$ cat src/rtl/truth_table_scanner_pkg.sv
// Shared types and helpers for the truth-table scanner (package tt_scan_pkg).
package tt_scan_pkg;

    localparam int N_IN_DEF = 4;
    localparam int ROWS     = 2**N_IN_DEF;
    localparam int CNT_W    = N_IN_DEF + 1;
    localparam int MAX_ROWS = 64;

    typedef enum logic [1:0] {
        IDLE  = 2'd0,
        SWEEP = 2'd1,
        EMIT  = 2'd2,
        DONE  = 2'd3
    } state_t;

    // Lowest-numbered set bit wins; returns 0 for an all-zero vector.
    function automatic logic [5:0] lowest_set_idx(input logic [MAX_ROWS-1:0] vec);
        logic [5:0] idx;
        idx = '0;
        for (int i = MAX_ROWS - 1; i >= 0; i--) begin
            if (vec[i]) idx = 6'(i);
        end
        return idx;
    endfunction

endpackage

$ cat src/rtl/truth_table_scanner_emitter.sv
// Maxterm index emitter: holds a work copy of the mask and streams set-bit indices
// in ascending order over a valid/ready interface.
module tt_index_emitter
    import tt_scan_pkg::*;
#(
    parameter int N_IN = N_IN_DEF
) (
    input  logic                 clk,
    input  logic                 rst_n,
    input  logic                 i_load,
    input  logic [2**N_IN-1:0]   i_mask,
    input  logic                 i_en,
    input  logic                 i_ready,
    output logic                 o_valid,
    output logic [N_IN-1:0]      o_data,
    output logic                 o_last
);
    localparam int R = 2**N_IN;

    logic [R-1:0]        r_work;
    logic [MAX_ROWS-1:0] w_ext;
    logic [5:0]          w_idx;
    logic [R-1:0]        w_clear;
    logic                w_hs;

    assign w_ext   = MAX_ROWS'(r_work);
    assign w_idx   = lowest_set_idx(w_ext);
    assign w_clear = R'(1) << w_idx;

    // Valid/ready: a transfer happens on any rising edge where o_valid and i_ready
    // are both high; o_valid/o_data only change after a transfer, so they hold under stall.
    assign o_valid = i_en && (|r_work);
    assign o_data  = o_valid ? N_IN'(w_idx) : '0;
    assign w_hs    = o_valid && i_ready;
    assign o_last  = w_hs && ((r_work & ~w_clear) == '0);

    always_ff @(posedge clk or negedge rst_n) begin
        if (!rst_n) begin
            r_work <= '0;
        end else if (i_load) begin
            r_work <= i_mask;
        end else if (w_hs) begin
            r_work <= r_work & ~w_clear;
        end
    end

endmodule

$ cat src/rtl/truth_table_scanner.sv
// Sweeps all input rows of an external function and recovers its maxterms.
// Define TT_SETTLE_EN to spend two cycles per row (drive, then sample).
module truth_table_scanner
    import tt_scan_pkg::*;
#(
    parameter int N_IN = N_IN_DEF
) (
    input  logic                 clk,
    input  logic                 rst_n,
    input  logic                 start,
    output logic [N_IN-1:0]      stim,
    input  logic                 f_in,
    output logic                 busy,
    output logic                 done,
    output logic [2**N_IN-1:0]   maxterm_mask,
    output logic [N_IN:0]        maxterm_cnt,
    output logic                 idx_valid,
    input  logic                 idx_ready,
    output logic [N_IN-1:0]      idx_data,
    output logic [1:0]           dbg_state
);
    localparam int R = 2**N_IN;
    localparam logic [N_IN-1:0] LAST_ROW = N_IN'(R - 1);

    state_t          r_state;
    state_t          w_next;
    logic [N_IN-1:0] r_stim;
    logic [R-1:0]    r_mask;
    logic [N_IN:0]   r_cnt;
    logic            w_sample;
    logic            w_last_row;
    logic [R-1:0]    w_mask_next;
    logic [N_IN:0]   w_cnt_next;
    logic            w_emit_last;

`ifdef TT_SETTLE_EN
    logic r_phase;

    // Phase 0 drives the row, phase 1 samples it.
    always_ff @(posedge clk or negedge rst_n) begin
        if (!rst_n) begin
            r_phase <= 1'b0;
        end else if (r_state != SWEEP) begin
            r_phase <= 1'b0;
        end else begin
            r_phase <= ~r_phase;
        end
    end

    assign w_sample = (r_state == SWEEP) && r_phase;
`else
    assign w_sample = (r_state == SWEEP);
`endif

    assign w_last_row = (r_stim == LAST_ROW);

    always_comb begin
        w_mask_next         = r_mask;
        w_mask_next[r_stim] = ~f_in;
        w_cnt_next          = r_cnt + {{N_IN{1'b0}}, ~f_in};
    end

    always_comb begin
        w_next = r_state;
        case (r_state)
            IDLE:    if (start) w_next = SWEEP;
            SWEEP:   if (w_sample && w_last_row) w_next = (w_cnt_next != '0) ? EMIT : DONE;
            EMIT:    if (w_emit_last) w_next = DONE;
            DONE:    w_next = IDLE;
            default: w_next = IDLE;
        endcase
    end

    always_ff @(posedge clk or negedge rst_n) begin
        if (!rst_n) begin
            r_state <= IDLE;
        end else begin
            r_state <= w_next;
        end
    end

    // Row counter wraps back to 0 after the last row on its own.
    always_ff @(posedge clk or negedge rst_n) begin
        if (!rst_n) begin
            r_stim <= '0;
            r_mask <= '0;
            r_cnt  <= '0;
        end else begin
            case (r_state)
                IDLE: begin
                    if (start) begin
                        r_stim <= '0;
                        r_mask <= '0;
                        r_cnt  <= '0;
                    end
                end
                SWEEP: begin
                    if (w_sample) begin
                        r_mask <= w_mask_next;
                        r_cnt  <= w_cnt_next;
                        r_stim <= r_stim + 1'b1;
                    end
                end
                default: ;
            endcase
        end
    end

    tt_index_emitter #(.N_IN(N_IN)) u_emitter (
        .clk     (clk),
        .rst_n   (rst_n),
        .i_load  (w_sample && w_last_row),
        .i_mask  (w_mask_next),
        .i_en    (r_state == EMIT),
        .i_ready (idx_ready),
        .o_valid (idx_valid),
        .o_data  (idx_data),
        .o_last  (w_emit_last)
    );

    assign stim         = r_stim;
    assign busy         = (r_state == SWEEP) || (r_state == EMIT);
    assign done         = (r_state == DONE);
    assign maxterm_mask = r_mask;
    assign maxterm_cnt  = r_cnt;
    assign dbg_state    = r_state;

endmodule

$ cat config.mk
export PLATFORM = sky130hd
export DESIGN_NAME = truth_table_scanner
export DESIGN_NICKNAME = d
export VERILOG_FILES = /design/src/rtl/truth_table_scanner_pkg.sv /design/src/rtl/truth_table_scanner_emitter.sv /design/src/rtl/truth_table_scanner.sv
export SDC_FILE = /design/constraint.sdc
export NUM_CORES = 1
export LEC_CHECK = 0
export CAP_MARGIN = 20
export CORE_MARGIN = 4
export CORE_UTILIZATION = 50
export CTS_BUF_LIST = sky130_fd_sc_hd__clkbuf_16
export CTS_CLUSTER_SIZE = 14
export DETAILED_ROUTE_END_ITERATION = 16
export PLACE_DENSITY_LB_ADDON = 0.25
export SLEW_MARGIN = 20
export SYNTH_ARGS = -nofsm -noshare
export SYNTH_HDL_FRONTEND = slang
export SYNTH_SLANG_ARGS = --single-unit
$ cat constraint.sdc
create_clock -name clk -period 2.8 [get_ports clk]
set_clock_uncertainty 0.05 [all_clocks]
set_input_delay 0.7 -clock clk [delete_from_list [all_inputs] [get_ports clk]]
set_output_delay 0.7 -clock clk [all_outputs]
set_load 0.03 [all_outputs]
==> impl_metrics.py <==
metrics = {
    "sta": {
        "fin_crit_ns": 2.99,
        "hold_viol": 0,
        "setup_viol": 2,
        "rsz0062_at_grt": "true",
        "clock.fmax_mhz": 334,
        "fin_ws_ns": -0.191,
        "finalCritPeriodShare_pct": 107,
        "max_slew.worst_pin.slew_ns": 0.456,
        "maxSlewViolCount": 0,
        "max_slew_margin_pct": 69.6,
    },
    "global_routing": {
        "grt_usage_pct": 26.1,
        "grt_max_degree": 33,
        "first_global_vias": 2808,
        "met3_usage_pct": 4.34,
        "grt_overflow": 0,
        "antenna_found_initial": 0,
        "gr-usage-met1_pct": 33.3,
        "busiest_layer": "met2",
        "globalRouteMet2Util_pct": 44.7,
        "grt_pass1_wl_um": 13500,
    },
    "run_status": {
        "status": "complete, but fails checks",
        "failed_checks": "negative setup slack",
    },
    "detailed_routing": {
        "drc": 0,
        "via_count": 2888,
        "antenna_left": 0,
        "firstDrtPassIters": 5,
        "drt_iter0_drc": 233,
        "vias_per_cell": 6.07,
        "avgRoutedWirePerCell_um": 17.0,
        "wirelength_um": 8110,
    },
    "die": {
        "die_w_um": 82.1,
        "core_um2": 5200,
        "rows": 26,
        "fp.dieH_um": 82.1,
        "start_util_pct": 52.8,
        "die-area_um2": 6750,
        "io_pins": 39,
    },
    "power": {
        "p_seq_share_pct": 22.8,
        "power_leakage_nw": 1.58,
        "power.density_nw_per_um2": 1170,
        "ir_worst_vdd_mv": 0.727,
        "swShare_pct": 46.6,
        "power_switching_w": 0.00199,
        "p_comb_share_pct": 64.1,
        "power.internal_w": 0.00228,
        "clock_power_share_pct": 13.1,
    },
    "clocking": {
        "clk_latency_ns": 0.28,
        "clk_path_buf_depth": 2,
        "cts.clk_slew.worst_paths_ns": 0.06,
        "cts_tree": "yes",
        "numCtsBuffers": 5,
        "cts.sinks": 43,
        "htreeDepth": 2,
        "cts-root-buf": "clkbuf_16",
        "cts_hold_buf": 0,
    },
    "cells_and_area": {
        "n_antenna_cell": 0,
        "nets": 420,
        "syn2layout_area_growth_pct": 32.7,
        "drive_above_1_share_pct": 19.2,
        "final_util_pct": 70.1,
        "design_area_um2": 3650,
    },
    "synthesis": {
        "synth_seq_area_share_pct": 39.1,
        "yosysWarnings": 0,
        "synth_seq_cells": 43,
        "netlist.area_leader.share_pct": 39.1,
        "ys_async_sr_fraction_pct": 100,
        "syn_inst": 334,
        "syn_area_um2": 2750,
        "avgSynthCellArea_um2": 8.23,
        "syn-num-nets": 349,
        "netlist-cell-type-count": 48,
        "ys.flop_type": "dfrtp_1",
        "synth_edf_count": 0,
        "yosysTopAreaCell": "dfrtp_1",
        "synth_area_leaders": "dfrtp_1 (39%), o21ai_0 (8.7%), nand2_1 (5.5%)",
    },
    "critical_path": {
        "timing_worst_setup_path_type": "flip-flop to flip-flop",
        "end_kind": "flip-flop",
        "cp_data_arrival_time_ns": 3.11,
        "r2r_end": "dbg_state[1]",
        "crit_top_cell": "or4_4",
        "slowest_delay_ns": 0.54,
        "startpoint_type": "flip-flop",
        "rrSetupSlack_ns": -0.19,
        "cp_slowest_cell": "or4_4",
        "path_cells": "or4_4 -> or4_4 -> o32a_1 -> a32o_2 -> nor4b_4 -> a41oi_2 -> mux2_4",
        "rr_startpoint": "u_emitter.r_work[4]",
        "worstRegToRegCells": 7,
        "critPathMaxFanout": 3,
        "critPathRequiredTime_ns": 2.92,
    },
    "placed_design": {
        "dp_slack_ns": -0.222,
        "dpl.hpwl_um": 6070,
        "placed_area_um2": 3490,
        "port_buffers": 38,
        "place.gp.congestion": 0.909,
    },
    "job": {
        "drv_cap": 0,
    },
    "min_path": {
        "hold_path.class": "input pin to async pin",
    },
}
-- power by group through the flow --
stage	combinational [W]	sequential, W	clock [W]
after floorplan	0.00139	0.00117	0
after global placement	0.00265	0.000965	0
after detailed placement	0.00267	0.000974	0
after CTS	0.00268	0.000967	0.000561
after global routing	0.00296	0.000999	0.000593
final	0.00273	0.000973	0.000558
-- critical path, delay by kind of cell, from the launching register on --
kind / cells / cell delay [ns]
compound gates: 3 / 0.81
flops: 1 / 0.37
mux: 1 / 0.34
simple gates: 3 / 1.29
-- flip-flops by register name (all words and copies together) (netlist names) --
name	count
maxterm_mask	16
u_emitter.r_work	16
stim	4
maxterm_cnt	5
dbg_state	2
-- how the worst max path moves through the flow --
| stage | from | end | cells after the start |
|---|---|---|---|
| floorplan | u_emitter.r_work[3] | dbg_state[1] | 8 |
| detailed placement | u_emitter.r_work[6] | dbg_state[1] | 7 |
| global placement | u_emitter.r_work[6] | dbg_state[1] | 7 |
| finish | u_emitter.r_work[4] | dbg_state[1] | 7 |
| global route | u_emitter.r_work[4] | dbg_state[1] | 7 |
| CTS | u_emitter.r_work[4] | dbg_state[1] | 7 |
-- cell families (layout without fill, tap and decap cells) --
logic type	Yosys count	count (layout)	share of synthesized area, %
xor+xnor	2	2	0.637
fa+ha+maj	10	10	4.55
mux	6	6	2.37
simple gates	124	124	22.3
compound gates	117	117	26.0
buf+inv	32	104	4.92
flops	43	43	39.1
-- per-layer routing --
metal | up-vias | wire [um]
met3 | 15 | 462
met5 | - | 0
met2 | 106 | 4140
met1 | 1399 | 3300
met4 | 0 | 214
li1 | 1368 | -
-- cell usage after synthesis, types with 2 or more instances --
library cell   n
mux2i_1        5
o31ai_1        3
a211o_1        2
a31oi_1        2
o21ai_0       48
and3_1         2
nand3_1       13
dfrtp_1       43
nand4_1        2
buf_6          2
and2_1         2
nor2_1        29
nor4_1         9
or3_1          2
ha_1          10
xor2_1         2
a21oi_1       27
clkbuf_1      19
o211ai_1      14
or4_1          3
nor2b_1        2
a211oi_1       3
nor3_1         8
nand2b_1       4
nand2_1       40
inv_1         11
a22o_1         6
-- cells in the final DEF (no fill, tap or decap), types with 3 or more instances in the layout --
cell type / Yosys / routed
o21ai_0: 48 / 48
buf_4: 0 / 48
dfrtp_1: 43 / 43
nand2_1: 40 / 39
clkdlybuf4s50_1: 0 / 32
nor2_1: 29 / 29
a21oi_1: 27 / 27
o211ai_1: 14 / 14
nand3_1: 13 / 13
inv_1: 11 / 11
ha_1: 10 / 10
nor4_1: 9 / 6
nor3_1: 8 / 6
a22o_1: 6 / 6
mux2i_1: 5 / 5
clkbuf_16: 0 / 5
nand2b_1: 4 / 4
nor4_2: 0 / 3
or4_4: 1 / 3
o31ai_1: 3 / 3
clkbuf_2: 0 / 3
-- cell type report --
cell class,instances,area [um^2]
inverter,11,41.3
sequential,43,1080
clock inverter,3,15.0
fill,442,1560
multi-input combinational,259,1580
clock buffer,5,125
tap,70,87.6
timing repair buffer,85,721
-- metrics by stage --
| step | setup TNS (ns) | cells | power (W) | hold slack, ns |
|---|---|---|---|---|
| 6_report | -0.336 | 476 | 0.00426 | 0.308 |
| 5_1_grt | -0.521 | 476 | 0.00455 | 0.327 |
| 4_1_cts | -0.733 | 476 | 0.00420 | 0.320 |
| 3_5_place_dp | -0.634 | 468 | 0.00365 | 0.457 |
| 3_3_place_gp | -0.529 | 468 | 0.00362 | 0.449 |
| 2_1_floorplan | -0.397 | 334 | 0.00256 | 0.354 |
-- what timing repair did --
| item | 4_1_cts | 5_1_grt |
|---|---|---|
| setup buffers | 0 | 0 |
| endpoints found under the setup margin | 5 | 6 |
| gates resized for setup | 3 | 14 |
| cloned | 0 | 0 |
| pin swaps | 3 | 1 |
(Power assumes the default switching activity.)
